### config.mk
export PLATFORM = sky130hd
export DESIGN_NAME = result_select_reg
export DESIGN_NICKNAME = d
export VERILOG_FILES = /design/src/rtl/result_select_reg.sv
export SDC_FILE = /design/constraint.sdc
export NUM_CORES = 1
export LEC_CHECK = 0
export BUFFER_PORTS_ARGS = -buffer_cell sky130_fd_sc_hd__buf_2
export CELL_PAD_IN_SITES_DETAIL_PLACEMENT = 0
export CELL_PAD_IN_SITES_GLOBAL_PLACEMENT = 1
export CORE_MARGIN = 2
export CORE_UTILIZATION = 32
export CTS_CLUSTER_DIAMETER = 40
export DETAILED_ROUTE_END_ITERATION = 12
export HOLD_SLACK_MARGIN = 0.02
export PLACE_DENSITY = 0.86
export REMOVE_ABC_BUFFERS = 1
export SETUP_SLACK_MARGIN = 0.5
export SYNTH_ARGS = -nofsm -noshare
export SYNTH_HDL_FRONTEND = slang
export SYNTH_SLANG_ARGS = --single-unit
### constraint.sdc
create_clock -name clk -period 2.3 [get_ports clk]
set_clock_uncertainty 0.2 [all_clocks]
set_input_delay 0.345 -clock clk [delete_from_list [all_inputs] [get_ports clk]]
set_output_delay 0.345 -clock clk [all_outputs]
set_load 0.05 [all_outputs]
### src/rtl/result_select_reg.sv
// result_select_reg: registered fixed-priority result selector for the
// calculator display path. Captures the lowest-index strobed channel, holds it
// for the display driver, gates the sign per channel, flags simultaneous
// strobes and optionally blanks the display after an idle timeout.
module result_select_reg #(
  parameter int                WIDTH       = 6,
  parameter int                NUM_CH      = 3,
  parameter logic [NUM_CH-1:0] SIGNED_MASK = 3'b100,
  parameter int                TIMEOUT     = 0,
  localparam int               SRC_W       = (NUM_CH > 1) ? $clog2(NUM_CH) : 1
) (
  input  logic                    clk,
  input  logic                    rst_n,
  input  logic [NUM_CH-1:0]       ch_valid,
  input  logic [NUM_CH*WIDTH-1:0] ch_data,
  input  logic [NUM_CH-1:0]       ch_negative,
  input  logic                    clear,
  output logic [WIDTH-1:0]        res,
  output logic                    show_negative,
  output logic                    res_valid,
  output logic [SRC_W-1:0]        src_ch,
  output logic                    update,
  output logic                    collision
);

  typedef enum logic {
    ST_IDLE = 1'b0,
    ST_HOLD = 1'b1
  } state_t;

  localparam logic [NUM_CH-1:0] CH_ONE = {{(NUM_CH-1){1'b0}}, 1'b1};

  // Registered state and outputs
  state_t              r_state;
  logic [WIDTH-1:0]    r_res;
  logic                r_neg;
  logic [SRC_W-1:0]    r_src;
  logic                r_upd;
  logic                r_coll;

  // Next-state values
  state_t              w_state_next;
  logic [WIDTH-1:0]    w_res_next;
  logic                w_neg_next;
  logic [SRC_W-1:0]    w_src_next;
  logic                w_upd_next;
  logic                w_coll_next;

  // Capture decode
  logic [NUM_CH-1:0]   w_neg_masked;
  logic                w_any;
  logic                w_multi;
  logic [SRC_W-1:0]    w_win_idx;
  logic [WIDTH-1:0]    w_win_data;
  logic                w_win_neg;
  logic                w_expire;

  // Sign is only allowed through for channels that can produce negatives
  genvar gi;
  generate
    for (gi = 0; gi < NUM_CH; gi++) begin : g_sign_gate
      assign w_neg_masked[gi] = ch_negative[gi] & SIGNED_MASK[gi];
    end
  endgenerate

  assign w_any = |ch_valid;
  // Clearing the lowest set bit leaves something only if two or more were set
  assign w_multi = |(ch_valid & (ch_valid - CH_ONE));

  // Fixed-priority pick: scan downward so the lowest asserted index wins
  always_comb begin
    w_win_idx  = '0;
    w_win_data = '0;
    w_win_neg  = 1'b0;
    for (int i = NUM_CH - 1; i >= 0; i--) begin
      if (ch_valid[i]) begin
        w_win_idx  = SRC_W'(i);
        w_win_data = ch_data[i*WIDTH +: WIDTH];
        w_win_neg  = w_neg_masked[i];
      end
    end
  end

  // Optional display-age counter; absent entirely when results hold forever
  generate
    if (TIMEOUT > 0) begin : g_timeout
      localparam int CNT_W = $clog2(TIMEOUT + 1);
      logic [CNT_W-1:0] r_age;

      assign w_expire = (r_state == ST_HOLD) && (r_age == CNT_W'(TIMEOUT - 1));

      // Age restarts on every capture and stays at zero outside HOLD
      always_ff @(posedge clk or negedge rst_n) begin
        if (!rst_n) begin
          r_age <= '0;
        end else if (clear || w_any || (r_state != ST_HOLD) || w_expire) begin
          r_age <= '0;
        end else begin
          r_age <= r_age + CNT_W'(1);
        end
      end
    end else begin : g_no_timeout
      assign w_expire = 1'b0;
    end
  endgenerate

  // Next-state: clear beats capture, capture beats timeout expiry
  always_comb begin
    w_state_next = r_state;
    w_res_next   = r_res;
    w_neg_next   = r_neg;
    w_src_next   = r_src;
    w_upd_next   = 1'b0;
    w_coll_next  = r_coll;
    if (clear) begin
      w_state_next = ST_IDLE;
      w_res_next   = '0;
      w_neg_next   = 1'b0;
      w_src_next   = '0;
      w_coll_next  = 1'b0;
    end else begin
      if (w_multi) begin
        w_coll_next = 1'b1;
      end
      if (w_any) begin
        w_state_next = ST_HOLD;
        w_res_next   = w_win_data;
        w_neg_next   = w_win_neg;
        w_src_next   = w_win_idx;
        w_upd_next   = 1'b1;
      end else if (w_expire) begin
        w_state_next = ST_IDLE;
        w_res_next   = '0;
        w_neg_next   = 1'b0;
        w_src_next   = '0;
      end
    end
  end

  // State and output registers
  always_ff @(posedge clk or negedge rst_n) begin
    if (!rst_n) begin
      r_state <= ST_IDLE;
      r_res   <= '0;
      r_neg   <= 1'b0;
      r_src   <= '0;
      r_upd   <= 1'b0;
      r_coll  <= 1'b0;
    end else begin
      r_state <= w_state_next;
      r_res   <= w_res_next;
      r_neg   <= w_neg_next;
      r_src   <= w_src_next;
      r_upd   <= w_upd_next;
      r_coll  <= w_coll_next;
    end
  end

  assign res           = r_res;
  assign show_negative = r_neg;
  assign res_valid     = (r_state == ST_HOLD);
  assign src_ch        = r_src;
  assign update        = r_upd;
  assign collision     = r_coll;

endmodule

**Yosys cells after proc, flatten, opt, wreduce, memory -nomap -nowiden**

Index checks and enable logic that the tools add are counted.

- Add/sub/neg operators: 1
- Multipliers: 0
- Divide/modulo/power cells: 0
- $lt $le $gt $ge: 0
- Equality and inequality tests: 0
- Shifts and indexed selects: 0
- Mux-type cells: 21
- Bitwise operators: 1
- Reduce and logical (&&, ||, !) cells: 4

Operator list:

| operator | number |
|---|---|
| 6-bit two-way mux | 5 |
| 1-bit two-way mux | 11 |
| 2-bit two-way mux | 5 |
| 3-bit OR reduction | 2 |
| 2-bit nonzero test | 2 |
| 3-bit bitwise AND | 1 |
| 3-bit by 1-bit subtractor with 3-bit output (second input constant) | 1 |

- Flip-flop bits (word level): 12
- Latch bits: 0
- Bits in writable memories: 0
- Bits in read-only memories: 0
- Input port bits: 27
- Output and inout bits: 12
- Word-level logic and storage cells: 33
- Memories kept: 0

**Depth between registers and ports, before layout**

- Depth after elaboration: 5
- Gate-level depth with buffers: 3
- Mapped depth without buffers: 2

**Worst setup path before layout**

No wires, ideal clock.

- Path type: flip-flop to flip-flop
- Start point: reg, netlist name res[2]
- End point: reg r_res[2] (netlist: res[2])
- Library setup time: 126 ps
- Data arrival time: 1,194 ps
- Slack: 780 ps
- Cell stages (with the launch flop): 3
- Clock period less this slack: 1,520 ps
- Path through: dfrtp_1 -> mux2_2 -> a221o_1

RTL lines:

| what | line | text |
|---|---|---|
| end signal, assigned | 151 | `r_res <= w_res_next;` |
| end, declared | 35 | `logic [WIDTH-1:0] r_res;` |

**Worst setup path after layout**

- Start point: reg r_coll (netlist: collision)
- End point: out collision

RTL lines:

| what | line | text |
|---|---|---|
| start, declared | 39 | `logic r_coll;` |
| start signal, assigned | 155 | `r_coll <= w_coll_next;` |
| end, declared | 23 | `output logic collision` |

No word-level cell between the ends.

==> flow_summary.json <==
{
  "worst-setup-path-type": "flop to primary output",
  "area_growth_pct": 36.8,
  "core_area_um2": 1900,
  "met1_length_um": 609,
  "synthAdderAreaFrac_pct": 0,
  "min_to": "res[2]",
  "cp_cell_sequence": "buf_2",
  "status": "finished, final reports clean",
  "syn_area_um2": 629,
  "end_kind": "primary output",
  "cts.path.max_buffers": 2,
  "path_delay_family": "flip-flops",
  "synthMuxAreaShare_pct": 13.9,
  "antenna_cells": 0,
  "initial_core_util_pct": 33.1,
  "ys_seq_area_share_pct": 47.7,
  "r2r_slack_ns": 1.02,
  "chipHeight_um": 48.3,
  "rr_worst_depth": 2,
  "wire_per_inst_um": 11.9,
  "worst_pin_slew_ns": 0.536,
  "hold_depth": 2,
  "cts.clk_slew.worst_paths_ns": 0.08,
  "crit_buf_inv": 1,
  "viasPerCell": 4.73,
  "ys_top_cells_by_area": "dfrtp_1, a221o_1, nor4bb_1",
  "ys_ff_latch": 12,
  "ant_nets": 0,
  "place_congestion": 0.734,
  "grt-ovfl-total": 0,
  "crit_path_start_kind": "flop",
  "track_usage_pct": 12.6,
  "grt_pass1_vias": 525,
  "drive_above_1_share_pct": 52.8,
  "synth_top_family_by_area": "simple AND/OR/NAND/NOR gates",
  "setup_tns_ns": 0,
  "die_w_um": 48.3,
  "cp_slowest_stage_delay_ns": 0.37,
  "dr_wl_met2_um": 648,
  "setup_viol": 0,
  "ys_types": 21,
  "drv_slew": 0,
  "first_pass_iters": 4,
  "synthCells": 52,
  "top_layer": "met3",
  "numCtsBuffers": 3,
  "grt_pass1_wl_mm": 2.28,
  "synth-simple-area-share_pct": 20.7,
  "worstPathRequired_ns": 1.75,
  "final_nets": 117,
  "met3WireLength_um": 124,
  "crit_arrival_ns": 0.91,
  "post-route-drc-count": 0,
  "synth-xor-area-share_pct": 0,
  "die_area_um2": 2340,
  "wl_mm": 1.38,
  "hold_viol_final": 0,
  "reg2reg_from": "res[2]",
  "yosys_warnings": 0,
  "netlist.top_cell.by_area": "dfrtp_1",
  "crit_fanout": 3,
  "insertion_delay_ns": 0.27,
  "rows": 16,
  "cts.repair.resized": 0,
  "synth_compound_area_share_pct": 12.5,
  "dp_hpwl_mm": 1.02,
  "io_buffers": 36,
  "clk_root_buffer_cell": "clkbuf_4",
  "reg2reg_to": "res[2]",
  "grt_max_degree": 15,
  "antenna_found_initial": 0,
  "min_path_type": "input pin to flop",
  "first_iter_violations": 11,
  "cts-htree-levels": 1,
  "period_minus_slack_ns": 1.45,
  "p_leak_nw": 0.452,
  "rsz0062_at_grt": "no",
  "min_from": "ch_data[2]",
  "clock.fmax_mhz": 688,
  "fin_crit_sh_pct": 63.2,
  "cap_violations": 0,
  "synth_top_area_share_pct": 47.7,
  "cp_slowest_cell": "dfrtp_1",
  "cts_tree": "yes",
  "cts_sinks": 12,
  "io_pins": 39,
  "cellPowerDensity_nw_per_um2": 619,
  "avgSynthCellArea_um2": 12.1,
  "power_w": 0.000533,
  "vias": 549,
  "relSlewSlack_pct": 64.0,
  "peakVddDrop_mv": 0.218
}
cells in the final DEF (no fill, tap or decap):
| cell | count |
|---|---|
| a211oi_1 | 1 |
| a21oi_1 | 1 |
| a221o_1 | 5 |
| and2b_2 | 1 |
| buf_2 | 36 |
| clkbuf_4 | 3 |
| clkbuf_8 | 1 |
| dfrtp_1 | 12 |
| dlygate4sd3_1 | 1 |
| inv_1 | 1 |
| mux2_2 | 2 |
| mux2_4 | 3 |
| mux2i_1 | 2 |
| nand2_1 | 1 |
| nor2_1 | 5 |
| nor2b_1 | 1 |
| nor3_1 | 4 |
| nor4bb_1 | 5 |
| o21a_1 | 1 |
| o221ai_1 | 1 |
| or3_4 | 1 |
| or4bb_1 | 1 |
cell usage after synthesis:
master / count
dfrtp_1: 12
a221o_1: 5
nor2_1: 5
nor4bb_1: 5
nor3_1: 4
mux2_4: 3
buf_2: 2
mux2_2: 2
mux2i_1: 2
a211oi_1: 1
a21oi_1: 1
and2b_2: 1
buf_4: 1
buf_6: 1
inv_1: 1
nand2_1: 1
nor2b_1: 1
o21a_1: 1
o221ai_1: 1
or3_4: 1
or4bb_1: 1
report_power, final:
group / switching (W) / internal, W
sequential: 0.00000599 / 0.000224
clock: 0.0000703 / 0.0000961
combinational: 0.0000854 / 0.0000510
cell type report:
| cell class | count | area, um^2 |
|---|---|---|
| Fill cell | 194 | 1040 |
| Sequential cell | 12 | 300 |
| Timing Repair Buffer | 37 | 190 |
| Clock buffer | 4 | 36.3 |
| Inverter | 1 | 3.75 |
| Tap cell | 27 | 33.8 |
| Multi-Input combinational cell | 35 | 297 |
kinds of logic (layout without fill, tap and decap cells):
logic type             count (synthesis)  count (layout)
AND/OR/NAND/NOR                       19              19
flip-flops                            12              12
AO/OA/AOI/OAI                          9               9
multiplexers                           7               7
buffers and inverters                  5              42
routing by layer:
metal | GRT usage, % | vias to the layer above
met3 | 5.25 | 0
met5 | 0 | -
li1 | - | 273
met2 | 19.9 | 20
met1 | 15.5 | 256
met4 | 4.29 | 0
worst max-delay path by stage:
stage | start | end | cells after the start
6_report | collision | collision | 1
5_1_grt | collision | collision | 1
4_1_cts | collision | collision | 1
3_5_place_dp | ch_valid[2] | res[2] | 3
3_3_place_gp | ch_valid[2] | res[2] | 3
2_1_floorplan | res[2] | res[2] | 2
stage by stage:
stage	std cells	utilization [%]	area (um^2)	setup WS [ns]	hold WS, ns
floorplan	48	-	601	0.780	-0.151
global placement	111	42.8	815	0.654	0.0367
detailed placement	111	42.8	815	0.648	0.0410
CTS	116	45.3	861	0.830	0.0965
global route	116	45.3	861	0.806	0.100
finish	116	45.3	861	0.846	0.104
state kept, by name, indices dropped and copies added, names as in the netlist:
name           flops
collision          1
res                6
res_valid          1
show_negative      1
src_ch             2
update             1
what timing repair did:
action / 4_1_cts / 5_1_grt
setup buffers: 0 / 0
endpoints found under the hold margin: 12 / 0
hold buffers: 1 / 0
Power figures use the tool's default switching activity.
